## config.mk

```make
export PLATFORM = sky130hd
export DESIGN_NAME = arm_regfile_sb_flat
export DESIGN_NICKNAME = d
export VERILOG_FILES = /design/src/rtl/arm_pkg.sv /design/src/rtl/arm_regfile_sb_if.sv /design/src/rtl/arm_sb_counter.sv /design/src/rtl/arm_regfile_sb.sv /design/src/flat_wrapper.sv
export SDC_FILE = /design/constraint.sdc
export NUM_CORES = 2
export LEC_CHECK = 0
export BUFFER_PORTS_ARGS = -buffer_cell sky130_fd_sc_hd__buf_2
export CORE_ASPECT_RATIO = 0.8
export CORE_UTILIZATION = 45
export CTS_BUF_LIST = sky130_fd_sc_hd__clkbuf_8
export CTS_CLUSTER_DIAMETER = 60
export DETAILED_ROUTE_END_ITERATION = 7
export GPL_TIMING_DRIVEN = 1
export PLACE_DENSITY = 0.61
export SYNTH_ARGS = -nofsm -noshare
export SYNTH_HDL_FRONTEND = slang
export SYNTH_HIERARCHICAL = 1
export SYNTH_SLANG_ARGS = --single-unit
export TNS_END_PERCENT = 1
```

## constraint.sdc

```tcl
create_clock -name clk -period 16.78 [get_ports clk]
set_input_delay 0.839 -clock clk [delete_from_list [all_inputs] [get_ports clk]]
set_output_delay 0.839 -clock clk [all_outputs]
set_load 0.01 [all_outputs]
```

## src/rtl/arm_pkg.sv

```systemverilog
// Shared defaults and index type for the ARM register file slice.
package arm_pkg;

  localparam int unsigned ArmDataW   = 32;
  localparam int unsigned ArmNumRegs = 16;
  localparam int unsigned ArmAddrW   = $clog2(ArmNumRegs);
  localparam int unsigned ArmPcIdx   = ArmNumRegs - 1;

  typedef logic [ArmAddrW-1:0] reg_idx_t;

endpackage

```

## src/rtl/arm_regfile_sb_if.sv

```systemverilog
// ID-stage register file bus: read ports, PC, write-back and issue tracking.
interface arm_regfile_sb_if
  import arm_pkg::*;
#(
    parameter int unsigned DATA_W = ArmDataW,
    parameter int unsigned ADDR_W = ArmAddrW
);

    logic [ADDR_W-1:0] rd_addr1;
    logic              rd_use1;
    logic [ADDR_W-1:0] rd_addr2;
    logic              rd_use2;
    logic [DATA_W-1:0] pc_in;
    logic              wb_en;
    logic [ADDR_W-1:0] wb_addr;
    logic [DATA_W-1:0] wb_data;
    logic              iss_en;
    logic [ADDR_W-1:0] iss_addr;
    logic [DATA_W-1:0] rd_data1;
    logic [DATA_W-1:0] rd_data2;
    logic              hazard;
    logic              iss_full;

    modport master (
        output rd_addr1, rd_use1, rd_addr2, rd_use2, pc_in,
        output wb_en, wb_addr, wb_data, iss_en, iss_addr,
        input  rd_data1, rd_data2, hazard, iss_full
    );

    modport slave (
        input  rd_addr1, rd_use1, rd_addr2, rd_use2, pc_in,
        input  wb_en, wb_addr, wb_data, iss_en, iss_addr,
        output rd_data1, rd_data2, hazard, iss_full
    );

endinterface

```

## src/rtl/arm_sb_counter.sv

```systemverilog
// Pending-write counter for one register: inc and dec together hold, inc at max and
// dec at zero hold.
module arm_sb_counter #(
    parameter int unsigned CNT_W = 2
) (
    input  logic clk,
    input  logic rst,
    input  logic inc_i,
    input  logic dec_i,
    output logic is_zero_o,
    output logic is_one_o,
    output logic is_max_o
);

    logic [CNT_W-1:0] cnt_q, cnt_d;

    assign is_zero_o = (cnt_q == '0);
    assign is_one_o  = (cnt_q == CNT_W'(1));
    assign is_max_o  = &cnt_q;

    always_comb begin
        cnt_d = cnt_q;
        if (inc_i && !dec_i && !is_max_o) begin
            cnt_d = cnt_q + CNT_W'(1);
        end else if (dec_i && !inc_i && !is_zero_o) begin
            cnt_d = cnt_q - CNT_W'(1);
        end
    end

    always_ff @(posedge clk or posedge rst) begin
        if (rst) begin
            cnt_q <= '0;
        end else begin
            cnt_q <= cnt_d;
        end
    end

    // A write-back with nothing outstanding means the pipeline lost track of a destination.
    always_ff @(posedge clk) begin
        if (!rst) begin
            assert (!(dec_i && !inc_i && is_zero_o))
            else $error("arm_sb_counter: write-back with no pending write");
        end
    end

endmodule

```

## src/rtl/arm_regfile_sb.sv

```systemverilog
// ID-stage register file with write-through bypass, PC substitution and a per-register
// pending-write scoreboard for local RAW hazard detection.
module arm_regfile_sb
  import arm_pkg::*;
#(
    parameter int unsigned DATA_W   = ArmDataW,
    parameter int unsigned NUM_REGS = ArmNumRegs,
    parameter int unsigned CNT_W    = 2,
    parameter int unsigned BYPASS   = 1
) (
    input  logic               clk,
    input  logic               rst,
    arm_regfile_sb_if.slave    bus
);

    localparam int unsigned ADDR_W   = $clog2(NUM_REGS);
    localparam int unsigned PC_IDX   = NUM_REGS - 1;
    localparam logic [ADDR_W-1:0] PcAddr = ADDR_W'(PC_IDX);
    localparam bit BypassEn = (BYPASS != 0);

    logic [ADDR_W-1:0] rd_addr1, rd_addr2, wb_addr, iss_addr;
    logic              rd_use1, rd_use2, wb_en, iss_en;
    logic [DATA_W-1:0] pc_in, wb_data;
    logic [DATA_W-1:0] rd_data1, rd_data2;
    logic              hazard, iss_full;

    assign rd_addr1 = bus.rd_addr1;
    assign rd_use1  = bus.rd_use1;
    assign rd_addr2 = bus.rd_addr2;
    assign rd_use2  = bus.rd_use2;
    assign pc_in    = bus.pc_in;
    assign wb_en    = bus.wb_en;
    assign wb_addr  = bus.wb_addr;
    assign wb_data  = bus.wb_data;
    assign iss_en   = bus.iss_en;
    assign iss_addr = bus.iss_addr;

    assign bus.rd_data1 = rd_data1;
    assign bus.rd_data2 = rd_data2;
    assign bus.hazard   = hazard;
    assign bus.iss_full = iss_full;

    logic [DATA_W-1:0] regs_q [NUM_REGS];
    logic [DATA_W-1:0] regs_d [NUM_REGS];

    always_comb begin
        regs_d = regs_q;
        if (wb_en && wb_addr != PcAddr) begin
            regs_d[wb_addr] = wb_data;
        end
    end

    always_ff @(posedge clk or posedge rst) begin
        if (rst) begin
            for (int i = 0; i < int'(NUM_REGS); i++) begin
                regs_q[i] <= '0;
            end
        end else begin
            regs_q <= regs_d;
        end
    end

    always_comb begin
        rd_data1 = regs_q[rd_addr1];
        if (rd_addr1 == PcAddr) begin
            rd_data1 = pc_in;
        end else if (BypassEn && wb_en && wb_addr == rd_addr1) begin
            rd_data1 = wb_data;
        end
    end

    always_comb begin
        rd_data2 = regs_q[rd_addr2];
        if (rd_addr2 == PcAddr) begin
            rd_data2 = pc_in;
        end else if (BypassEn && wb_en && wb_addr == rd_addr2) begin
            rd_data2 = wb_data;
        end
    end

    // The PC has no counter: it reads as permanently idle and never saturates.
    logic [NUM_REGS-2:0] sb_inc, sb_dec;
    logic [NUM_REGS-1:0] is_zero, is_one, is_max;

    assign is_zero[PC_IDX] = 1'b1;
    assign is_one[PC_IDX]  = 1'b0;
    assign is_max[PC_IDX]  = 1'b0;

    for (genvar r = 0; r < int'(PC_IDX); r++) begin : g_sb
        assign sb_inc[r] = iss_en && !iss_full && iss_addr == ADDR_W'(r);
        assign sb_dec[r] = wb_en && wb_addr == ADDR_W'(r);

        arm_sb_counter #(
            .CNT_W (CNT_W)
        ) u_cnt (
            .clk       (clk),
            .rst       (rst),
            .inc_i     (sb_inc[r]),
            .dec_i     (sb_dec[r]),
            .is_zero_o (is_zero[r]),
            .is_one_o  (is_one[r]),
            .is_max_o  (is_max[r])
        );
    end

    assign iss_full = !rst && iss_en && is_max[iss_addr] && !(wb_en && wb_addr == iss_addr);

    logic pend1, pend2;

    // A lone outstanding write landing this cycle is already visible through the bypass.
    always_comb begin
        pend1 = !is_zero[rd_addr1] &&
                !(BypassEn && wb_en && wb_addr == rd_addr1 && is_one[rd_addr1]);
        pend2 = !is_zero[rd_addr2] &&
                !(BypassEn && wb_en && wb_addr == rd_addr2 && is_one[rd_addr2]);
        hazard = !rst && ((rd_use1 && rd_addr1 != PcAddr && pend1) ||
                          (rd_use2 && rd_addr2 != PcAddr && pend2));
    end

endmodule

```

## src/flat_wrapper.sv

```systemverilog
// flat-port wrapper written by rule: the top's interface ports become plain ports
module arm_regfile_sb_flat import arm_pkg::*;
#(
    parameter int unsigned DATA_W   = ArmDataW,
    parameter int unsigned NUM_REGS = ArmNumRegs,
    parameter int unsigned CNT_W    = 2,
    parameter int unsigned BYPASS   = 1
)
  (clk, rst, bus_rd_addr1, bus_rd_use1, bus_rd_addr2, bus_rd_use2, bus_pc_in, bus_wb_en, bus_wb_addr, bus_wb_data, bus_iss_en, bus_iss_addr, bus_rd_data1, bus_rd_data2, bus_hazard, bus_iss_full);
  arm_regfile_sb_if #(.DATA_W(DATA_W), .ADDR_W(4)) bus_i ();
  input  logic clk;
  input  logic rst;
  input wire logic [$bits(bus_i.rd_addr1)-1:0] bus_rd_addr1;
  input wire logic [$bits(bus_i.rd_use1)-1:0] bus_rd_use1;
  input wire logic [$bits(bus_i.rd_addr2)-1:0] bus_rd_addr2;
  input wire logic [$bits(bus_i.rd_use2)-1:0] bus_rd_use2;
  input wire logic [$bits(bus_i.pc_in)-1:0] bus_pc_in;
  input wire logic [$bits(bus_i.wb_en)-1:0] bus_wb_en;
  input wire logic [$bits(bus_i.wb_addr)-1:0] bus_wb_addr;
  input wire logic [$bits(bus_i.wb_data)-1:0] bus_wb_data;
  input wire logic [$bits(bus_i.iss_en)-1:0] bus_iss_en;
  input wire logic [$bits(bus_i.iss_addr)-1:0] bus_iss_addr;
  output wire logic [$bits(bus_i.rd_data1)-1:0] bus_rd_data1;
  output wire logic [$bits(bus_i.rd_data2)-1:0] bus_rd_data2;
  output wire logic [$bits(bus_i.hazard)-1:0] bus_hazard;
  output wire logic [$bits(bus_i.iss_full)-1:0] bus_iss_full;
  assign bus_i.rd_addr1 = bus_rd_addr1;
  assign bus_i.rd_use1 = bus_rd_use1;
  assign bus_i.rd_addr2 = bus_rd_addr2;
  assign bus_i.rd_use2 = bus_rd_use2;
  assign bus_i.pc_in = bus_pc_in;
  assign bus_i.wb_en = bus_wb_en;
  assign bus_i.wb_addr = bus_wb_addr;
  assign bus_i.wb_data = bus_wb_data;
  assign bus_i.iss_en = bus_iss_en;
  assign bus_i.iss_addr = bus_iss_addr;
  assign bus_rd_data1 = bus_i.rd_data1;
  assign bus_rd_data2 = bus_i.rd_data2;
  assign bus_hazard = bus_i.hazard;
  assign bus_iss_full = bus_i.iss_full;
  arm_regfile_sb #(.DATA_W(DATA_W), .NUM_REGS(NUM_REGS), .CNT_W(CNT_W), .BYPASS(BYPASS)) u_core (.clk(clk), .rst(rst), .bus(bus_i));
endmodule
```

---- Yosys cells after proc, flatten, opt, wreduce, memory -nomap -nowiden ----
Index checks and enable logic that the tools add are counted.
storage, ports and cells
  bits in registers ....................... 542
  logic and storage cells ................. 398
operators by class
  add/sub/neg operators ................... 30
  $lt $le $gt $ge ......................... 7
  equal/unequal tests ..................... 51
  muxes and demuxes ....................... 53
  bitwise gates (word level) .............. 3
  reduce and logical (&&, ||, !) cells .... 223
operator list
  cell                                                                           count
  512-bit bitwise mux                                                            1
  32-bit 2-to-1 mux                                                              9
  32-bit binary-select mux with 4-bit select                                     2
  32-bit demux with 4-bit select                                                 1
  1-bit logical AND                                                              108
  1-bit logical NOT                                                              67
  4-bit equality test (second input constant)                                    16
  2-bit 2-to-1 mux                                                               30
  4-bit by 3-bit equality test with 1-bit output (second input constant)         8
  2-bit by 1-bit adder with 2-bit output (second input constant)                 15
  2-bit by 1-bit equality test with 1-bit output (second input constant)         15
  2-bit logical NOT                                                              15
  2-bit AND reduction                                                            15
  2-bit nonzero test                                                             15
  2-bit by 1-bit subtractor with 2-bit output (second input constant)            15
  1-bit binary-select mux with 4-bit select                                      5
  4-bit by 2-bit equality test with 1-bit output (second input constant)         4
  5-bit greater-or-equal comparator (second input constant)                      3
  4-bit by 5-bit less-than comparator with 1-bit output (second input constant)  3
  4-bit NOT with 5-bit output                                                    3
  4-bit equality test                                                            3
  4-bit inequality test (second input constant)                                  3
  4-bit by 1-bit equality test with 1-bit output (second input constant)         2
  4-bit logical NOT                                                              2
  3 further kinds                                                                7

---- Longest topological paths before layout ----
  word-level depth ........................ 13
  mapped depth ............................ 11

---- Cells and area by module ----
The synthesis kept the hierarchy.
by module, submodules not included
  module          times used  cells an instance  area each (sq um)  seq. area each (sq um)
  arm_regfile_sb  1           2476               29094.2            12812.3
  arm_sb_counter  15          18                 167.7              50.0

---- Least setup slack after synthesis ----
No wires, ideal clock.
  kind .................................... input-to-output
  from .................................... in rst
  to ...................................... out bus_iss_full
  data arrival time ....................... 13627 ps
  data required time ...................... 15941 ps
  path slack .............................. 2314 ps
  cell stages on the path ................. 4
  cell sequence ........................... inv_1 and4_4 buf_6 buf_8
between the ends
  longest elaborated chain between the ends .. 4
RTL lines
  what                            RTL line               text
  start: declaration              flat_wrapper.sv:12     input logic rst;
  1-bit logical NOT (no line)     n/a
  1-bit logical AND (3 in a row)  arm_regfile_sb.sv:106  assign iss_full = !rst && iss_en && is_max[iss_addr] && !(wb_en && wb_addr == iss_addr);
  end: declaration                flat_wrapper.sv:26     output wire logic [$bits(bus_i.iss_full)-1:0] bus_iss_full;
No other way between the ends.

---- Final worst setup path ----
  from .................................... in bus_rd_addr1[2]
  to ...................................... out bus_rd_data1[29]
between the ends
  longest elaborated chain between the ends .. 6
  elaborated cells between the ends (all ways) .. 9
  classes of those cells .................. eq/ne (2); mux (5); bitwise (1); reduce/logical (1)
RTL lines
  what                                                  RTL line              text
  start: declaration                                    flat_wrapper.sv:13    input wire logic [$bits(bus_i.rd_addr1)-1:0] bus_rd_addr1;
  4-bit NOT with 5-bit output (not written as such)     arm_regfile_sb.sv:64  rd_data1 = regs_q[rd_addr1];
  32-bit binary-select mux with 4-bit select            arm_regfile_sb.sv:64
  32-bit 2-to-1 mux (not written as such) (2 in a row)  arm_regfile_sb.sv:64
  32-bit 2-to-1 mux                                     arm_regfile_sb.sv:67  end else if (BypassEn && wb_en && wb_addr == rd_addr1) begin
  32-bit 2-to-1 mux *                                   arm_regfile_sb.sv:65  if (rd_addr1 == PcAddr) begin
  end: declaration                                      flat_wrapper.sv:23    output wire logic [$bits(bus_i.rd_data1)-1:0] bus_rd_data1;
Mark *: on every way between the ends. The rest lies on a longest branch, timed or not. The select of a mux whose other input is x is not followed.

==> metrics.cfg <==
[detailed_routing]
drc = 0
antenna_left = 0
first_pass_iters = 5
wire_per_inst_um = 25.48
dr.first_iter.drc_count = 2138
vias = 23033
viasPerCell = 6.123
wl_um = 95870

[die]
core_um2 = 69190
start_util_pct = 45.69
io_pins = 152
die_h_um = 239.1
rows = 86
die-area_um2 = 71310
die-width_um = 298.3

[clock_network]
cts_max_path_buffers = 3
cts_sinks = 542
cts_root_buf = clkbuf_8
cts_made_buffers = 91
post_cts_buffers = 0
cts_hold_buf = 0
cts_tree = yes
worstSkewPairLatency_ns = 0.70
clk_pin_slew_worst_paths_ns = 0.06
ctsResizeCount = 0
h-tree-depth = 3

[critical_path]
rr_endpoint = u_core/g_sb[14].u_cnt/cnt_q[1]
crit_path_max_fanout = 51
end_kind = output pin
rrSetupSlack_ns = 13.55
cp.required_ns = 15.94
cp.arrival_ns = 4.78
r2r_cells = 8
rr_startpoint = u_core/g_sb[4].u_cnt/cnt_q[0]
startpoint_type = input port
crit_type = input port to output pin

[power]
p_total_mw = 4.312
ir_worst_vdd_mv = 0.06384
leakage_nw = 15.69
power_density_nw_per_um2 = 123.6

[logic_synthesis]
synth_edf_count = 0
synth-main-ff-cell = dfrtp_1
synthArstFlopShare_pct = 100.0
yosysSeqAreaShare_pct = 42.91
synth_top_area_share_pct = 42.91
synth_fp_nets = 2877
synthAdderAreaFrac_pct = 1.781
yosys-top-cells-area = dfrtp_1 43%, mux4_2 19%, mux2_2 13%, nand2_1 6.9%, mux2i_1 2.7%
synth_top_family_by_area = multiplexers
synthXorXnorAreaFrac_pct = 0.7481
synthCells = 2746
yosys.cell_types.count = 42
synth-compound-area-share_pct = 4.691
synthSimpleGateAreaFrac_pct = 11.03
synth_area_per_cell_um2 = 11.51
synth_warnings = 6
synth.area.mux_share_pct = 34.81
yosys_register_bits = 542
yosysTopAreaCell = dfrtp_1
synthesis.area_um2 = 31610

[timing]
period_needed_ns = 5.618
fmax_mhz = 178.0
hold_ws_ns = 0.2255
hold_viol = 0
finalSetupTns_ns = 0
rsz0062_at_grt = no
finalCritPeriodShare_pct = 33.48
worst_pin_slew_ns = 1.190
setup_violations = 0
final_max_slew_viol_count = 0
skew_ns = 0.02543
relSlewSlack_pct = 20.65

[cells_and_area]
final_area_um2 = 34870
nets = 2900
area_growth_pct = 10.33
drive_above_1_share_pct = 34.53
fillers = 6044
seq_area_um2 = 13560
fin_util_pct = 50.40
final_cell_mix = 582 x nand2_1, 542 x dfrtp_1, 352 x mux2_2
multi_input_area_um2 = 16870
insertedDiodeCount = 0
layout_commonest_cell = nand2_1

[global_route]
grt_pass1_vias = 23722
grt-ovfl-total = 0
track_usage_pct = 27.24
grt_antenna_before_repair = 3
grt_max_degree = 107
grt_pass1_wl_um = 147100

[outcome]
status = complete, no violations

[place]
dp_hpwl_um = 55090
place.gp.congestion = 0.7930
portBuffers = 151
placed_cell_area_um2 = 32940

[hold_path]
hp-class = input port to asynchronous set/reset pin

[job]
maxCapViolations = 0

[flip-flops by register name, indices dropped and copies added (netlist names)]
register / count
u_core/regs_q: 512
u_core/g_sb.u_cnt/cnt_q: 30
[synth_stat cells (32+ instances only)]
library cell / instances
a21oi_1: 126
buf_2: 41
clkbuf_1: 197
dfrtp_1: 542
ha_1: 45
inv_1: 55
mux2_2: 352
mux2i_1: 86
mux4_2: 272
nand2_1: 582
nor2_1: 161
nor2b_1: 32
nor3_1: 34
o22ai_1: 67
[worst max path at each step]
stage               depth (start not counted)  slack, ns          endpoint       startpoint
finish                                      7      11.16  bus_rd_data1[29]  bus_rd_addr1[2]
global route                                7      11.07  bus_rd_data1[25]  bus_rd_addr1[2]
CTS                                         7      11.19  bus_rd_data1[29]  bus_rd_addr1[2]
detailed placement                          7      11.20  bus_rd_data1[29]  bus_rd_addr1[2]
global placement                            7      11.25  bus_rd_data1[27]  bus_rd_addr1[2]
floorplan                                   1       1.59  u_core/regs_q[0]              rst
[kinds of logic (layout without fill, tap and decap cells)]
kind of cell,after synthesis,in the layout
simple gates,852,852
mux,712,712
flops,542,542
buf+inv,319,411
compound gates,249,249
fa+ha+maj,45,45
xor+xnor,27,27
[power breakdown]
part	switching, mW	total (mW)	internal, mW
clock network	0.570	1.25	0.680
logic	0.563	1.23	0.664
registers	0.233	1.84	1.60
[critical path: stages]
cell and delay [ns]:
buf_4 0.65, xor2_1 0.22, nor4_4 1.01, buf_4 0.56, nand2b_2 0.96, o22ai_1 0.23, buf_2 0.19
[through the flow]
step / std cells / setup WS [ns]
final: 3762 / 11.16
after global routing: 3762 / 11.07
after CTS: 3762 / 11.19
after detailed placement: 3600 / 11.20
after global placement: 3600 / 11.25
after floorplan: 2746 / 1.585
[area by class of cell]
class	count	area share, %
multi-input combinational	1885	48.38
inverter	55	0.6135
sequential	542	38.89
clock buffer	122	4.815
timing repair buffer	194	3.251
tap	924	3.315
clock inverter	40	0.7355
[layer usage]
layer	GRT usage, %	vias to the layer above	part of all wire [%]
met5	0	-	0.014
met2	42.49	912	46
met3	5.380	187	7.2
met4	10.09	2	3.4
li1	-	9862	-
met1	37.85	12070	43
(Power assumes the default switching activity.)
